<file path="config.mk">
export PLATFORM = sky130hd
export DESIGN_NAME = hazard_flush_gen
export DESIGN_NICKNAME = d
export VERILOG_FILES = /design/src/rtl/hazard_flush_gen.sv
export SDC_FILE = /design/constraint.sdc
export NUM_CORES = 1
export LEC_CHECK = 0
export BUFFER_PORTS_ARGS = -buffer_cell sky130_fd_sc_hd__buf_2
export CELL_PAD_IN_SITES_DETAIL_PLACEMENT = 1
export CELL_PAD_IN_SITES_GLOBAL_PLACEMENT = 2
export CORE_MARGIN = 2
export CORE_UTILIZATION = 26
export DETAILED_ROUTE_END_ITERATION = 12
export GPL_ROUTABILITY_DRIVEN = 1
export PLACE_DENSITY_LB_ADDON = 0.08
export SYNTH_ARGS = -nofsm -noshare
export SYNTH_HDL_FRONTEND = slang
export SYNTH_SLANG_ARGS = --single-unit
</file>
<file path="constraint.sdc">
create_clock -name clk -period 3.14 [get_ports clk]
set_clock_uncertainty 0.15 [all_clocks]
set_input_delay 0.314 -clock clk [delete_from_list [all_inputs] [get_ports clk]]
set_output_delay 0.314 -clock clk [all_outputs]
set_load 0.01 [all_outputs]
</file>
<file path="src/rtl/hazard_flush_gen.sv">
// Hazard sequencer for the 5-stage core: detects taken branches in EX and
// load-use hazards against ID, and drives flush, stall, write-enable gating
// and PC redirect. Saturating debug counters track branch and stall events.
module hazard_flush_gen #(
    parameter int FLUSH_CYCLES = 2,
    parameter int STALL_CYCLES = 1,
    parameter int CNT_W        = 16
) (
    input  logic             clk,
    input  logic             rst,
    input  logic [4:0]       id_rs,
    input  logic [4:0]       id_rt,
    input  logic [4:0]       ex_rd,
    input  logic             ex_readdmem,
    input  logic             ex_regwrite,
    input  logic             ex_branch_taken,
    input  logic [31:0]      ex_branch_target,
    output logic             flush,
    output logic             stall,
    output logic             pc_write,
    output logic             ifid_write,
    output logic             pc_redirect,
    output logic [31:0]      redirect_pc,
    output logic [CNT_W-1:0] flush_count,
    output logic [CNT_W-1:0] stall_count
);

    localparam int MAX_CYC = (FLUSH_CYCLES > STALL_CYCLES) ? FLUSH_CYCLES : STALL_CYCLES;
    localparam int REM_W   = $clog2(MAX_CYC + 1);
    localparam logic [REM_W-1:0] FLUSH_REM = REM_W'(FLUSH_CYCLES - 1);
    localparam logic [REM_W-1:0] STALL_REM = REM_W'(STALL_CYCLES - 1);
    localparam logic [REM_W-1:0] REM_ONE   = REM_W'(1);

    typedef enum logic [1:0] {IDLE, STALL, FLUSH} state_t;

    state_t           state, next_state;
    logic [REM_W-1:0] rem, next_rem;
    logic             load_use;
    logic             inc_flush, inc_stall;

    assign load_use = ex_readdmem & ex_regwrite & (ex_rd != 5'd0) &
                      ((ex_rd == id_rs) | (ex_rd == id_rt));

    // State, remaining-cycle counter and saturating event counters
    always_ff @(posedge clk) begin
        if (rst) begin
            state       <= IDLE;
            rem         <= '0;
            flush_count <= '0;
            stall_count <= '0;
        end else begin
            state <= next_state;
            rem   <= next_rem;
            if (inc_flush && (flush_count != {CNT_W{1'b1}}))
                flush_count <= flush_count + CNT_W'(1);
            if (inc_stall && (stall_count != {CNT_W{1'b1}}))
                stall_count <= stall_count + CNT_W'(1);
        end
    end

    // Next-state and 0-latency hazard outputs; reset forces the passive values
    always_comb begin
        next_state  = state;
        next_rem    = rem;
        inc_flush   = 1'b0;
        inc_stall   = 1'b0;
        flush       = 1'b0;
        stall       = 1'b0;
        pc_write    = 1'b1;
        ifid_write  = 1'b1;
        pc_redirect = 1'b0;
        redirect_pc = 32'd0;
        case (state)
            IDLE, STALL: begin
                if (ex_branch_taken) begin
                    // Branch wins over any hazard and abandons a pending stall
                    flush       = 1'b1;
                    pc_redirect = 1'b1;
                    redirect_pc = ex_branch_target;
                    inc_flush   = 1'b1;
                    if (FLUSH_CYCLES > 1) begin
                        next_state = FLUSH;
                        next_rem   = FLUSH_REM;
                    end else begin
                        next_state = IDLE;
                        next_rem   = '0;
                    end
                end else if (state == STALL || load_use) begin
                    stall      = 1'b1;
                    flush      = 1'b1;
                    pc_write   = 1'b0;
                    ifid_write = 1'b0;
                    inc_stall  = 1'b1;
                    if (state == IDLE) begin
                        if (STALL_CYCLES > 1) begin
                            next_state = STALL;
                            next_rem   = STALL_REM;
                        end else begin
                            next_state = IDLE;
                            next_rem   = '0;
                        end
                    end else if (rem == REM_ONE) begin
                        next_state = IDLE;
                        next_rem   = '0;
                    end else begin
                        next_rem = rem - REM_ONE;
                    end
                end
            end
            FLUSH: begin
                // EX/ID hold squashed instructions, so their hazards are ignored
                flush = 1'b1;
                if (rem == REM_ONE) begin
                    next_state = IDLE;
                    next_rem   = '0;
                end else begin
                    next_rem = rem - REM_ONE;
                end
            end
            default: begin
                next_state = IDLE;
                next_rem   = '0;
            end
        endcase
        if (rst) begin
            flush       = 1'b0;
            stall       = 1'b0;
            pc_write    = 1'b1;
            ifid_write  = 1'b1;
            pc_redirect = 1'b0;
            redirect_pc = 32'd0;
        end
    end

endmodule

</file>
==> out/qor.csv, run 1 <==
metric,value,unit
most common flop cell mapped by yosys,dfxtp_1,
Peak VDD IR,137,µV
number of synthesized flops with an enable pin,0,
postcts setup bufs,0,
Antenna Violating Nets Remaining,0,
Post-Synth XOR/XNOR Area,8.70,%
initial antenna violation count,0,
critical path's largest stage delay,0.37,ns
Vias/cell,4.94,
DPL Wire Length,5630,µm
"commonest cells after routing, fill and taps aside","120 x buf_2, 41 x and3_1, 36 x dfxtp_1, 25 x nor2_1, 18 x nand2_1",
final worst slack,0.811,ns
die span in y,98.4,µm
first-pass GRT wire length,12100,µm
status,"finished, final reports clean",
leakage,1.51,nW
Starting Density,26.7,%
Initial DRC Count,46,
"Period Utilization, post-route",74.2,%
clk_lat worst skew,0.29,ns
Cell Int Power,0.779,mW
Worst Setup Start Kind,register,
port buffer count,120,
# IOs,121,
Worst Max-Slew Pin Slew,0.785,ns
final wirelength,7440,µm
vias in the first global route,2453,
Fin Hold WS,0.105,ns
Mean Syn Cell Area,8.21,µm²
combinational share of power,16.4,%
CTS Buf Count,5,
Compound-Gate Fraction of Synth Area,13.9,%
Die Width,98.4,µm
Cells after Synth,282,
Max transition margin,47.6,%
Synth Area in Adders,1.62,%
largest family of logic cells by synthesized area,simple AND/OR/NAND/NOR gates,
CP required,3.18,ns
R2R setup slack,0.81,ns
via count,2482,
CTS tree,yes,
Hold WC Path Type,in -> reg,
# resized after CTS,0,
core area,8680,µm²
RR Startpoint,stall_count[0]$_SDFFE_PP0P_,
Synth Area in Simple Gates,35.5,%
Clock power frac,39.0,%
Nets,448,
Setup CP Type,reg -> reg,
post-layout min period,2.33,ns
Synth Warn #,0,
Worst Path Arrival,2.36,ns
hold_buf cts,0,
WHS Endpoint,state[0]$_SDFFE_PP0P_,
Slew Limit Fails,0,
Max Fanout on Critical Path,11,
CTS H-tree depth,2,
Ant. Diodes,0,
Synth Net Count,337,
setup TNS,0,ns
#FFs+latches synth,36,
switching power,0.280,mW
worst path cell trace,"ha_1, and3_1, a41oi_4, o21ai_2, nor4_1, mux2_2",
Worst-path clk slew,0.08,ns
Switching Share,26.4,%
row cnt,34,
RSZ-0062 raised after global routing,no,
HP Start,ex_branch_taken,
Pwr per Cell Area,342,nW/µm²
Reg power frac,44.6,%
pre-CTS WS,0.833,ns
slowest CP cell,mux2_2,
DRC viols,0,
cells taking the most area after synthesis,"dfxtp_1 31%, and3_1 11%, xor2_1 4.9%",
Synth top area share,31.1,%
Pre-antenna DRT Iters,4,
grt ovf,0,
fmax,0.429,GHz
"Largest delay share family, worst path",simple AND/OR/NAND/NOR gates,
WL per Instance,14.8,µm
RR Endpoint,stall_count[7]$_SDFFE_PP0P_,
Netlist cell types,48,
fraction of layout cells with a size suffix above 1,36.8,%
CTS Sinks,36,
die area,9680,µm²
largest net degree at the start of global routing,37,
hold path cells,2,
mapped cell area,2320,µm²
mux cell area share after synthesis,4.27,%
final RePlAce weighted congestion,0.761,
CP Capture Type,register,
final hold violations,0,
post-synthesis async set-or-reset flop share,0,%
Tot GR Track Use,15.2,%
sequential-to-total area share from yosys stat,31.1,%
clk buf depth,2,
Final setup violation count,0,
Register-to-Register Path Depth,6,
area grow syn2layout,33.5,%
crit path buf inv count,0,
Max Cap Violations,0,
clk root buf,clkbuf_8,
"commonest non-fill, non-tap cell in the layout",buf_2,
"area leader, netlist",dfxtp_1,
worst register-to-register path, cell delays in order (launching register included):
cell and delay, ns:
dfxtp_1 0.34, ha_1 0.29, and3_1 0.25, a41oi_4 0.27, o21ai_2 0.19, nor4_1 0.36
mux2_2 0.37
cell usage after synthesis, types with 2 or more instances:
cell type,number
mux2_2,7
nor2_1,25
or3_1,3
a21oi_1,12
o21ai_0,5
xor2_1,13
and4_1,4
clkbuf_1,12
buf_1,2
ha_1,3
dfxtp_1,36
or4_1,10
nand2_1,18
and3_1,41
xnor2_1,10
buf_6,2
nor2b_1,5
nand2b_1,2
nand4_1,10
o211ai_1,5
nor4_1,3
nand3_1,9
buf_2,3
o31ai_1,7
inv_1,4
nor3_1,8
mux2i_1,2
cell type report:
cell class	instances	area, µm²
flip-flops and latches	36	721
multi-input cells	222	1480
repair buffers	124	631
clock buffers	6	72.6
fillers	1104	5590
inverters	4	15.0
clock inverters	2	35.0
well taps	108	135
cell families (layout without fill, tap and decap cells):
logic type | Yosys count | in the layout
adder cells (fa/ha/maj) | 3 | 3
multiplexers | 9 | 9
XOR/XNOR | 23 | 23
buffers and inverters | 24 | 136
AND/OR/NAND/NOR | 146 | 146
AO/OA/AOI/OAI | 41 | 41
flip-flops | 36 | 36
worst max path at each step:
stage / startpoint / to / slack, ns / cells after the start
2_1_floorplan: stall_count[0]$_SDFFE_PP0P_ / stall_count[7]$_SDFFE_PP0P_ / 0.97 / 7
3_3_place_gp: ex_rd[0] / ifid_write / 0.87 / 6
3_5_place_dp: stall_count[0]$_SDFFE_PP0P_ / stall_count[7]$_SDFFE_PP0P_ / 0.83 / 6
4_1_cts: stall_count[0]$_SDFFE_PP0P_ / stall_count[7]$_SDFFE_PP0P_ / 0.81 / 6
5_1_grt: stall_count[2]$_SDFFE_PP0P_ / stall_count[15]$_SDFFE_PP0P_ / 0.70 / 5
6_report: stall_count[0]$_SDFFE_PP0P_ / stall_count[7]$_SDFFE_PP0P_ / 0.81 / 6
power by group through the flow:
stage	Clock [mW]	Combinational, mW	Sequential (mW)
2_1_floorplan	0	0.105	0.480
3_3_place_gp	0	0.174	0.482
3_5_place_dp	0	0.176	0.483
4_1_cts	0.431	0.177	0.472
5_1_grt	0.452	0.196	0.473
6_report	0.413	0.174	0.472
metal layers:
layer  routed length [µm]  global-route usage, %
met1                 3280                   18.7
met2                 3760                   26.3
met3                  296                   4.08
met4                  100                   4.00
met5                    0                      0
stage by stage:
step | cells | utilization, % | power (mW) | cell area (µm²)
2_1_floorplan | 282 | - | 0.586 | 2320
3_3_place_gp | 494 | 34.4 | 0.656 | 2980
3_5_place_dp | 494 | 34.4 | 0.659 | 2980
4_1_cts | 502 | 35.6 | 1.08 | 3090
5_1_grt | 502 | 35.6 | 1.12 | 3090
6_report | 502 | 35.6 | 1.06 | 3090
registers in the layout, indices dropped and copies added (netlist names):
| name | count |
|---|---|
| state | 2 |
| flush_count | 16 |
| stall_count | 16 |
| rem | 2 |
Note: power is estimated with default switching activity, not from simulation.
==> run 2: changes to the inputs <==
CORE_UTILIZATION = 24   (was 26)
clock period = 2.37 ns   (was 3.14 ns; I/O delays follow)
==> run 2 against run 1 <==
Net effect: worst setup slack worse by 0.64 ns; sequential cell count is the same; total power increased by 26%; sequential power grew 32%; register-to-register slack got worse by 0.64 ns; clock power increased by 14%; combinational power up 36%; die area is 8.0% higher; routed wire length is 4.2% higher; non-clock buffer count increased by 11.
==> out/qor.csv, run 2 (same netlist as run 1, synthesis figures left out) <==
metric,value,unit,change
status,"finished, final reports clean",,unchanged
Tot GR Track Use,14.7,%,was 15.2%
initial antenna violation count,0,,unchanged
row cnt,35,,was 34
Starting Density,24.9,%,was 26.7%
CTS Sinks,36,,unchanged
Max transition margin,68.7,%,was 47.6%
die area,10500,µm²,was 9680 µm²
DPL Wire Length,6100,µm,was 5630 µm
Initial DRC Count,35,,was 46
Die Width,102,µm,was 98.4 µm
Worst-path clk slew,0.08,ns,about the same
final hold violations,0,,unchanged
Vias/cell,4.78,,was 4.94
RR Endpoint,stall_count[7]$_SDFFE_PP0P_,,unchanged
port buffer count,120,,unchanged
Hold WC Path Type,in -> reg,,unchanged
final RePlAce weighted congestion,0.755,,was 0.761
Register-to-Register Path Depth,6,,unchanged
fmax,0.454,GHz,was 0.429 GHz
R2R setup slack,0.17,ns,was 0.81 ns
vias in the first global route,2415,,"was 2,453"
CTS tree,yes,,unchanged
clk root buf,clkbuf_8,,unchanged
# IOs,121,,unchanged
postcts setup bufs,0,,unchanged
CTS H-tree depth,2,,unchanged
Critical Path End,stall_count[7]$_SDFFE_PP0P_,,unchanged
Fin Hold WS,0.0260,ns,was 0.105 ns
hold_buf cts,0,,unchanged
grt ovf,0,,unchanged
die span in y,102,µm,was 98.4 µm
RSZ-0062 raised after global routing,no,,unchanged
first-pass GRT wire length,12400,µm,"was 12,100 µm"
CP Capture Type,register,,unchanged
"commonest non-fill, non-tap cell in the layout",buf_2,,unchanged
core area,9280,µm²,was 8680 µm²
Final setup violation count,0,,unchanged
RR Startpoint,stall_count[0]$_SDFFE_PP0P_,,unchanged
Max Fanout on Critical Path,11,,unchanged
clk buf depth,2,,unchanged
Worst Path Arrival,2.23,ns,was 2.36 ns
WL per Instance,14.5,µm,was 14.8 µm
CP required,2.40,ns,was 3.18 ns
via count,2555,,"was 2,482"
# resized after CTS,0,,unchanged
CP startpoint,stall_count[0]$_SDFFE_PP0P_,,unchanged
post-layout min period,2.20,ns,was 2.33 ns
"Period Utilization, post-route",92.9,%,was 74.2%
Max Cap Violations,0,,unchanged
fraction of layout cells with a size suffix above 1,38.5,%,was 36.8%
Peak VDD IR,210,µV,was 137 µV
setup TNS,0,ns,unchanged
final wirelength,7750,µm,was 7440 µm
Pwr per Cell Area,418,nW/µm²,was 342 nW/µm²
Worst Max-Slew Pin Slew,0.470,ns,was 0.785 ns
Antenna Violating Nets Remaining,0,,unchanged
area grow syn2layout,37.6,%,was 33.5%
Slew Limit Fails,0,,unchanged
biggest regs,"flush_count x16, stall_count x16",,unchanged
hold path cells,2,,unchanged
"commonest cells after routing, fill and taps aside","120 x buf_2, 41 x and3_1, 36 x dfxtp_1, 25 x nor2_1, 18 x nand2_1",,unchanged
Worst Setup Start Kind,register,,unchanged
leakage,1.55,nW,was 1.51 nW
largest net degree at the start of global routing,33,,was 37
clk_lat worst skew,0.29,ns,about the same
Pre-antenna DRT Iters,4,,unchanged
DRC viols,0,,unchanged
Nets,459,,was 448
CTS Buf Count,5,,unchanged
Ant. Diodes,0,,unchanged
Setup CP Type,reg -> reg,,unchanged
-- run 2: changes by cell type in the layout (fill, tap and decap cells not counted), sizes merged --
cell	previous run	this run
buf	124	135
bufinv	1	0
clkbuf	6	7
clkinv	1	0
clkinvlp	0	1
-- run 2: worst min path at each step --
stage                                start                           to  slack, ns
2_1_floorplan              ex_branch_taken        state[0]$_SDFFE_PP0P_       0.17
3_3_place_gp   stall_count[1]$_SDFFE_PP0P_  stall_count[1]$_SDFFE_PP0P_       0.33
3_5_place_dp               ex_branch_taken        state[0]$_SDFFE_PP0P_       0.34
4_1_cts                    ex_branch_taken        state[0]$_SDFFE_PP0P_       0.02
5_1_grt                    ex_branch_taken        state[0]$_SDFFE_PP0P_       0.02
6_report                   ex_branch_taken        state[0]$_SDFFE_PP0P_       0.03
-- run 2: final cells by class --
class | instances | area [µm²]
Fill cell | 1183 | 6100
Clock buffer | 7 | 86.3
Tap cell | 129 | 161
Multi-Input combinational cell | 222 | 1480
Sequential cell | 36 | 721
Inverter | 4 | 15.0
Clock inverter | 1 | 7.51
Timing Repair Buffer | 135 | 713
-- run 2: report_power, final --
group          switching [mW]  total, mW  internal [mW]  leakage, nW
Clock                   0.235      0.471          0.237       0.0445
Combinational           0.126      0.237          0.110         1.22
Sequential             0.0102      0.624          0.614        0.291
-- run 2: critical path, stage by stage, from the launching register on --
cell     delay, ns
dfxtp_1       0.34
ha_1          0.23
and3_1        0.21
a41oi_4       0.26
o21ai_2       0.19
nor4_1        0.34
mux2_2        0.37
-- run 2: per-layer routing --
layer	GRT usage (%)	vias up	wire, µm
li1	-	1280	-
met2	25.5	39	3980
met5	0	-	0
met1	19.4	1232	3530
met4	3.08	0	48
met3	2.46	4	193
-- run 2: per-stage QoR --
stage	std cells	worst slack, ns	power [mW]	utilization [%]	instance area, µm²
after floorplan	282	0.202	0.776	-	2320
after global placement	526	0.232	0.877	33.3	3090
after detailed placement	526	0.172	0.880	33.3	3090
after CTS	534	0.156	1.36	34.3	3190
after global routing	534	0.0621	1.42	34.3	3190
final	534	0.169	1.33	34.3	3190
==> run 3: changes to the inputs <==
CORE_UTILIZATION = 25   (was 24)
CTS_BUF_LIST = sky130_fd_sc_hd__clkbuf_8   (was not set)
==> run 3 against run 2 <==
Net effect: via count decreased by 2.4%; combinational power down 2%; total power shrank 2.5%; non-clock buffer count down 3; largest cell class unchanged; highest routed layer unchanged.
==> out/qor.csv, run 3 (same netlist as run 1, synthesis figures left out) <==
metric,value,unit,change
status,"finished, final reports clean",,unchanged
via count,2493,,"was 2,555"
CP Capture Type,primary output,,was register
Max Cap Violations,0,,unchanged
"commonest cells after routing, fill and taps aside","120 x buf_2, 41 x and3_1, 36 x dfxtp_1, 25 x nor2_1, 18 x nand2_1",,unchanged
grt ovf,0,,unchanged
Worst-path clk slew,0.08,ns,about the same
die area,10100,µm²,"was 10,500 µm²"
Vias/cell,4.86,,was 4.78
fraction of layout cells with a size suffix above 1,38.3,%,was 38.5%
CP required,1.98,ns,was 2.40 ns
vias in the first global route,2397,,"was 2,415"
Worst Max-Slew Pin Slew,0.797,ns,was 0.470 ns
DP Area,3050,µm²,was 3090 µm²
Initial DRC Count,56,,was 35
final wirelength,7460,µm,was 7750 µm
leakage,1.54,nW,was 1.55 nW
Fillers,1143,,"was 1,183"
largest net degree at the start of global routing,37,,was 33
Worst Setup Start Kind,input port,,was register
area grow syn2layout,35.4,%,was 37.6%
CTS H-tree depth,2,,unchanged
row cnt,35,,unchanged
DRC viols,0,,unchanged
"commonest non-fill, non-tap cell in the layout",buf_2,,unchanged
Pre-antenna DRT Iters,4,,unchanged
post-layout min period,2.14,ns,was 2.20 ns
Worst Path Arrival,1.75,ns,was 2.23 ns
# resized after CTS,0,,unchanged
hold_buf cts,0,,unchanged
port buffer count,120,,unchanged
Peak VDD IR,184,µV,was 210 µV
Setup CP Type,in -> out,,was reg -> reg
Ant. Diodes,0,,unchanged
Starting Density,25.4,%,was 24.9%
core area,9110,µm²,was 9280 µm²
CTS tree,yes,,unchanged
CTS Sinks,36,,unchanged
clk_lat worst skew,0.29,ns,about the same
biggest regs,"flush_count x16, stall_count x16",,unchanged
final RePlAce weighted congestion,0.741,,was 0.755
first-pass GRT wire length,12100,µm,"was 12,400 µm"
initial antenna violation count,0,,unchanged
WL per Instance,14.5,µm,about the same
Final setup violation count,0,,unchanged
Antenna Violating Nets Remaining,0,,unchanged
area taken by multi-input logic gates,1480,µm²,unchanged
Reg area,721,µm²,unchanged
Max Fanout on Critical Path,5,,was 11
Nets,456,,was 459
RSZ-0062 raised after global routing,no,,unchanged
clk buf depth,2,,unchanged
final hold violations,0,,unchanged
die span in y,100,µm,was 102 µm
clk root buf,clkbuf_8,,unchanged
CTS Buf Count,5,,unchanged
Tot GR Track Use,14.8,%,was 14.7%
Final Power,1.30,mW,was 1.33 mW
postcts setup bufs,0,,unchanged
Max transition margin,46.8,%,was 68.7%
Pwr per Cell Area,414,nW/µm²,was 418 nW/µm²
setup TNS,0,ns,unchanged
Final Cell Area,3140,µm²,was 3190 µm²
Die Width,100,µm,was 102 µm
fmax,0.468,GHz,was 0.454 GHz
DPL Wire Length,5770,µm,was 6100 µm
Hold WC Path Type,in -> reg,,unchanged
"Period Utilization, post-route",90.2,%,was 92.9%
Slew Limit Fails,0,,unchanged
# IOs,121,,unchanged
[run 3: cell count changes in the layout (fill, tap and decap cells not counted), sizes merged]
cell      delta
clkinvlp     -1
clkbuf       -2
clkinv       +3
buf          -3
[run 3: critical path, stage by stage]
cell and delay (ns):
buf_2 0.12, or3_1 0.38, o311a_4 0.35, a21oi_1 0.30, or3_1 0.21, buf_2 0.14
[run 3: per-stage QoR]
stage               cells  worst slack (ns)  hold slack, ns  utilization, %
floorplan             282             0.202           0.166               -
global placement      505             0.243           0.328            33.5
detailed placement    505             0.226           0.338            33.5
CTS                   513             0.205          0.0168            34.4
global route          513            0.0967          0.0217            34.4
finish                513             0.232          0.0255            34.4
[run 3: final timing paths]
check                                                 start  slack [ns]                     endpoint  cells after the start
worst min register to register  stall_count[1]$_SDFFE_PP0P_        0.35  stall_count[1]$_SDFFE_PP0P_                      2
worst max register to register  stall_count[0]$_SDFFE_PP0P_        0.24  stall_count[7]$_SDFFE_PP0P_                      6
worst min-delay path                        ex_branch_taken        0.03        state[0]$_SDFFE_PP0P_                      2
worst max-delay path                               ex_rd[0]        0.23                     pc_write                      6
[run 3: per-layer routing]
| metal | GRT usage [%] | routed length (µm) |
|---|---|---|
| met3 | 2.72 | 244 |
| met4 | 3.37 | 49 |
| met5 | 0 | 0 |
| met2 | 26.6 | 3890 |
| met1 | 18.4 | 3270 |
[run 3: area by class of cell]
class                      instances  area share, %
multi-input combinational        222           47.3
sequential                        36           23.0
timing repair buffer             132           22.0
tap                              111           4.43
clock buffer                       5           2.19
clock inverter                     3          0.599
inverter                           4          0.479
[run 3: power breakdown]
group / switching, mW / internal, mW
clock network: 0.236 / 0.205
registers: 0.0116 / 0.614
logic: 0.125 / 0.107
